File: config.mk
export PLATFORM = sky130hd
export DESIGN_NAME = elastic_stage_pipe
export DESIGN_NICKNAME = d
export VERILOG_FILES = /design/src/rtl/stage_pipe_pkg.sv /design/src/rtl/pipe_stage_reg.sv /design/src/rtl/elastic_stage_pipe.sv
export SDC_FILE = /design/constraint.sdc
export NUM_CORES = 1
export LEC_CHECK = 0
export CAP_MARGIN = 20
export CORE_MARGIN = 2
export CORE_UTILIZATION = 35
export CTS_BUF_LIST = sky130_fd_sc_hd__clkbuf_4
export CTS_CLUSTER_DIAMETER = 100
export DETAILED_ROUTE_END_ITERATION = 10
export PLACE_DENSITY_LB_ADDON = 0.1
export SETUP_SLACK_MARGIN = 0.15
export SLEW_MARGIN = 30
export SYNTH_ARGS = -nofsm -noshare
export SYNTH_HDL_FRONTEND = slang
export SYNTH_SLANG_ARGS = --single-unit
File: constraint.sdc
create_clock -name clk -period 5.7 [get_ports clk]
set_input_delay 0.855 -clock clk [delete_from_list [all_inputs] [get_ports clk]]
set_output_delay 0.855 -clock clk [all_outputs]
set_load 0.03 [all_outputs]
File: src/rtl/stage_pipe_pkg.sv
// Shared constants and helpers for the elastic stage pipeline.
// Mode selectors and the occupancy counter width helper.
package stage_pipe_pkg;

  localparam int MODE_COLLAPSE = 0;
  localparam int MODE_LOCKSTEP = 1;

  // Bits needed to count 0..depth inclusive.
  function automatic int clog2_plus1(input int depth);
    int w;
    w = 0;
    while ((1 << w) < (depth + 1)) w++;
    return (w < 1) ? 1 : w;
  endfunction

endpackage

File: src/rtl/pipe_stage_reg.sv
// One pipeline stage: W-bit data register plus its valid bit.
// Data loads only behind a valid source word, so it holds through bubbles.
module pipe_stage_reg #(
  parameter int W = 8
) (
  input  logic         clk,
  input  logic         reset,
  input  logic         flush,
  input  logic         mv,
  input  logic         src_vld,
  input  logic [W-1:0] src_dat,
  output logic         vld,
  output logic [W-1:0] dat
);

  always_ff @(posedge clk or negedge reset) begin
    if (!reset) begin
      vld <= 1'b0;
      dat <= '0;
    end else begin
      if (flush) begin
        vld <= 1'b0;
      end else if (mv) begin
        vld <= src_vld;
      end
      // Flush leaves the data word untouched.
      if (!flush && mv && src_vld) begin
        dat <= src_dat;
      end
    end
  end

endmodule

File: src/rtl/elastic_stage_pipe.sv
// DEPTH-stage elastic register pipeline with valid/ready handshake,
// selectable stall policy, synchronous flush, taps and occupancy count.
module elastic_stage_pipe
  import stage_pipe_pkg::*;
#(
  parameter int W     = 8,
  parameter int DEPTH = 4,
  parameter int MODE  = 0
) (
  input  logic                           clk,
  input  logic                           reset,
  input  logic                           flush,
  input  logic                           in_valid,
  input  logic [W-1:0]                   in_data,
  output logic                           in_ready,
  output logic                           out_valid,
  output logic [W-1:0]                   out_data,
  input  logic                           out_ready,
  output logic [DEPTH*W-1:0]             taps,
  output logic [DEPTH-1:0]               tap_valid,
  output logic [clog2_plus1(DEPTH)-1:0]  occupancy
);

  localparam int OCC_W = clog2_plus1(DEPTH);

  logic [DEPTH-1:0] vld;
  logic [DEPTH-1:0] mv;
  logic [DEPTH-1:0] src_vld;
  logic [DEPTH-1:0] vld_nxt;
  logic [W-1:0]     dat     [DEPTH];
  logic [W-1:0]     src_dat [DEPTH];
  logic             all_full;

  function automatic logic [OCC_W-1:0] popcount(input logic [DEPTH-1:0] v);
    logic [OCC_W-1:0] cnt;
    cnt = '0;
    for (int i = 0; i < DEPTH; i++) cnt = cnt + OCC_W'(v[i]);
    return cnt;
  endfunction

  // A stage may advance when the output drains or any stage from it to the
  // output end is empty; lock-step mode only looks at the output stage.
  always_comb begin
    mv       = '0;
    all_full = 1'b1;
    for (int i = DEPTH - 1; i >= 0; i--) begin
      all_full = all_full & vld[i];
      if (MODE == MODE_LOCKSTEP) mv[i] = out_ready || !vld[DEPTH-1];
      else                       mv[i] = out_ready || !all_full;
    end
  end

  always_comb begin
    src_vld    = '0;
    src_vld[0] = in_valid;
    for (int i = 0; i < DEPTH; i++) src_dat[i] = in_data;
    for (int i = 1; i < DEPTH; i++) begin
      src_vld[i] = vld[i-1];
      src_dat[i] = dat[i-1];
    end
  end

  always_comb begin
    vld_nxt = '0;
    for (int i = 0; i < DEPTH; i++) begin
      vld_nxt[i] = flush ? 1'b0 : (mv[i] ? src_vld[i] : vld[i]);
    end
  end

  // Stage registers
  for (genvar g = 0; g < DEPTH; g++) begin : g_stage
    pipe_stage_reg #(.W(W)) u_reg (
      .clk     (clk),
      .reset   (reset),
      .flush   (flush),
      .mv      (mv[g]),
      .src_vld (src_vld[g]),
      .src_dat (src_dat[g]),
      .vld     (vld[g]),
      .dat     (dat[g])
    );
    assign taps[g*W +: W] = dat[g];
  end

  // Occupancy register tracks the popcount of the next valid vector
  always_ff @(posedge clk or negedge reset) begin
    if (!reset) occupancy <= '0;
    else        occupancy <= popcount(vld_nxt);
  end

  assign in_ready  = mv[0] && !flush;
  assign out_valid = vld[DEPTH-1];
  assign out_data  = dat[DEPTH-1];
  assign tap_valid = vld;

endmodule
# Yosys cells after proc, flatten, opt, wreduce, memory -nomap -nowiden
# Cells that the tools add are included.
# word_totals
output_inout_bits,49
elab_cells,40
input_bits,13
register_bits,39
# classes
n_reduce_logical,17
add_sub_neg,3
bitwise_logic,3
muxes,8
# op_table
cell,count
1-bit logical AND,8
1-bit 2-to-1 mux,8
1-bit zero test,5
1-bit logical OR,4
2-bit by 1-bit adder with 3-bit output,1
3-bit by 1-bit adder with 3-bit output,1
1-bit AND,3
1-bit by 1-bit adder with 2-bit output,1

# Depth between registers and ports, before layout
# depth
depth_word,10
depth_mapped,8
ltp_nobuf,7

# Cells and area by module
# From an unflattened synthesis, not the netlist that was laid out.
# unflattened
cells_unflattened,110
hier_area_um2,1669.1
# by_module_without_submodules
module,area_per_inst_um2,cells_each,seq_area_each_um2,instances
pipe_stage_reg,349.1,20,225.2,4
elastic_stage_pipe,272.8,30,75.1,1

# Worst setup path after synthesis
# OpenSTA, ideal clock, no wires.
# synth_timing
path_kind,input -> register
start,input port out_ready
end,register occupancy[1]
setup_ns,0.126
stages,8
path_buffers,1
required_ns,5.574
path_slack_ns,3.039
arrival_ns,2.535
cell_sequence,and4b_1 > buf_6 > a21oi_1 > or2_2 > fa_1 > inv_1 > ha_1 > ha_1
# synth_between
elab_chain_len,6
elab_cells_between_ends,15
cone_classes,add/sub: 3; mux: 8; reduce/logical: 4
# synth_rtl
element,line,text
from (decl),elastic_stage_pipe.sv:18,"input logic out_ready,"
1-bit logical OR,elastic_stage_pipe.sv:49,else mv[i] = out_ready || !all_full;
1-bit 2-to-1 mux (2 in series),n/a,
1-bit by 1-bit adder with 2-bit output,elastic_stage_pipe.sv:37,for (int i = 0; i < DEPTH; i++) cnt = cnt + OCC_W'(v[i]);
2-bit by 1-bit adder with 3-bit output,elastic_stage_pipe.sv:37,
3-bit by 1-bit adder with 3-bit output (*),elastic_stage_pipe.sv:37,
to (signal assigned),elastic_stage_pipe.sv:88,else occupancy <= popcount(vld_nxt);
to (decl),elastic_stage_pipe.sv:21,output logic [clog2_plus1(DEPTH)-1:0] occupancy
# Mark *: on every way between the ends. The rest lies on a longest branch, timed or not.
# A chain may end at the register's enable or synchronous reset.

# Worst setup path after layout
# layout_timing
start,input port out_ready
end,output port in_ready
# layout_between
elab_chain_len,2
# layout_rtl
element,line,text
1-bit logical OR,elastic_stage_pipe.sv:49,
1-bit logical AND,elastic_stage_pipe.sv:91,assign in_ready = mv[0] && !flush;
to (decl),elastic_stage_pipe.sv:15,"output logic in_ready,"
# Every way passes these cells.

==> results.sh <==
export IMPL_area_delta_synth_final_pct=36.3
export IMPL_die_h_um=72.9
export IMPL_slew_violations=0
export IMPL_cts_max_level=2
export IMPL_fin_crit_sh_pct=57.8
export IMPL_fmax_mhz=303
export IMPL_seq_area_frac_synth_pct=58.7
export IMPL_end_kind="primary output"
export IMPL_ctsHoldBuffers=0
export IMPL_postCtsSetupBuffers=0
export IMPL_vdd_ir_drop_max_v=0.000131
export IMPL_cts_sinks=39
export IMPL_utilization_pct=48.6
export IMPL_synth_distinct_cells=20
export IMPL_cap_violations=0
export IMPL_routabilityCongestion=0.795
export IMPL_fill_cells=429
export IMPL_cts_root_buffer="clkbuf_4"
export IMPL_drt_pass1_iter_count=2
export IMPL_io_buffers=61
export IMPL_antenna_cells=0
export IMPL_worstPathRequired_ns=4.85
export IMPL_syn_inst=113
export IMPL_drtIter0Drc=38
export IMPL_start_util_pct=35.7
export IMPL_setup_violations=0
export IMPL_setup_tns_ns=0
export IMPL_syn_area_um2=1660
export IMPL_antenna_found_initial=0
export IMPL_clk_pin_slew_ns=0.11
export IMPL_multiInputGateArea_um2=551
export IMPL_skew_ns=0.00420
export IMPL_rsz0062_at_grt="no"
export IMPL_fin_crit_ns=3.30
export IMPL_core_region_area_um2=4660
export IMPL_critPathMaxFanout=5
export IMPL_synth_fp_nets=129
export IMPL_rows=25
export IMPL_postRouteAntennaNets=0
export IMPL_p_leak_nw=1.01
export IMPL_track_usage_pct=13.0
export IMPL_finalHoldViolations=0
export IMPL_synth_warnings=0
export IMPL_status="completed"
export IMPL_grt_pass1_wl_um=5130
export IMPL_synth_area_per_cell_um2=14.7
export IMPL_routed_wl_um=3170
export IMPL_grt_start_max_net_pins=40
export IMPL_regToRegSetupSlack_ns=3.38
export IMPL_cts_buffers=5
export IMPL_cts_tree="done"
export IMPL_postCtsResizedCells=0
export IMPL_ys_ff_latch=39
export IMPL_final_common_cell="clkdlybuf4s50_1"
export IMPL_clk_insertion_delay_late_ns=0.33
export IMPL_regArea_um2=976
export IMPL_start_kind="input port"
export IMPL_grt_pass1_vias=1013
export IMPL_slew_headroom_pct=59.7
export IMPL_vias=1032
export IMPL_critPathKind="in -> out"
export IMPL_hpwl_um=2250
export IMPL_drive_above_1_share_pct=26.1
export IMPL_grt_overflow=0
export IMPL_viasPerCell=4.71
export IMPL_drc=0
export IMPL_fin_nets=180
export IMPL_wire_per_inst_um=14.5
export IMPL_critPathArrivalTime_ns=2.44
export IMPL_worst_slew_pin_slew_ns=0.604
export IMPL_cts_buffer_depth=2
export IMPL_power_density_nw_per_um2=446
export IMPL_layout_common_cells="clkdlybuf4s50_1, dfrtp_1, mux2_2"
export IMPL_fp_dieArea_um2=5320
export IMPL_ios=62
export IMPL_chipWidth_um=72.9
export IMPL_hold_path_class="in -> async"
## where the power goes
part	internal (mW)	switching [mW]	leakage [nW]	total [mW]
Clock	0.0505	0.0838	0.0307	0.134
Combinational	0.223	0.254	0.496	0.477
Sequential	0.348	0.0517	0.485	0.399
Total	0.621	0.390	1.01	1.01
## worst max-delay path: stages
cell             delay [ns]
clkdlybuf4s50_1        0.48
and4b_1                0.26
a21oi_1                0.16
clkdlybuf4s50_1        0.69
## per-layer routing
metal | vias to the layer above | routed length [um] | global-route usage [%]
li1 | 481 | - | -
met5 | - | 0 | 0
met4 | 0 | 49 | 5.35
met1 | 508 | 1360 | 16.2
met3 | 5 | 168 | 4.28
met2 | 38 | 1590 | 21.0
## Yosys cell counts (all sizes together)
cell type / count / share of area, %
clkbuf: 2 / 0.45
nand2b: 1 / 0.38
nor2b: 1 / 0.38
dfrtp: 39 / 59
ha: 2 / 1.5
buf: 15 / 7.1
and4b: 1 / 0.60
inv: 3 / 0.68
fa: 1 / 1.2
or2: 3 / 1.1
a21oi: 4 / 1.4
mux2: 32 / 23
or3b: 2 / 1.1
nor2: 6 / 1.4
a211o: 1 / 0.60
## flip-flops by register name (all words and copies together) (netlist names)
register           cells
g_stage.u_reg.dat     32
g_stage.u_reg.vld      4
occupancy              3
## per-stage QoR
step	total power, mW	area [um^2]	hold slack, ns	std cells	setup slack, ns
2_1_floorplan	0.700	1660	0.547	113	3.04
3_3_place_gp	0.881	2210	0.490	211	2.44
3_5_place_dp	0.890	2210	0.509	211	2.40
4_1_cts	1.03	2260	0.535	219	2.39
5_1_grt	1.06	2270	0.490	219	2.34
6_report	1.01	2270	0.466	219	2.40
## cell type report
type / instances / area share (%)
multi-input cells: 54 / 24.3
inverters: 3 / 0.497
well taps: 54 / 2.98
flip-flops and latches: 39 / 43.1
clock buffers: 6 / 1.99
repair buffers: 61 / 26.8
clock inverters: 2 / 0.331
## final timing paths
kind	start	to	cells past startpoint
hold reg to reg	g_stage[2].u_reg.dat[1]	g_stage[3].u_reg.dat[1]	1
hold / removal	reset	g_stage[2].u_reg.dat[1]	1
setup reg to reg	g_stage[2].u_reg.vld	occupancy[1]	7
setup / recovery	out_ready	in_ready	4
min in group clk	g_stage[2].u_reg.dat[1]	g_stage[3].u_reg.dat[1]	1
max in group asynchronous	reset	g_stage[3].u_reg.vld	1
## logic make-up after synthesis
| group | Yosys count | synth area share [%] |
|---|---|---|
| simple gates | 14 | 4.89 |
| mux | 32 | 23.5 |
| compound gates | 5 | 2.03 |
| buf+inv | 20 | 8.20 |
| fa+ha+maj | 3 | 2.71 |
| flops | 39 | 58.7 |
No activity file was read; power rests on OpenSTA's default activity.
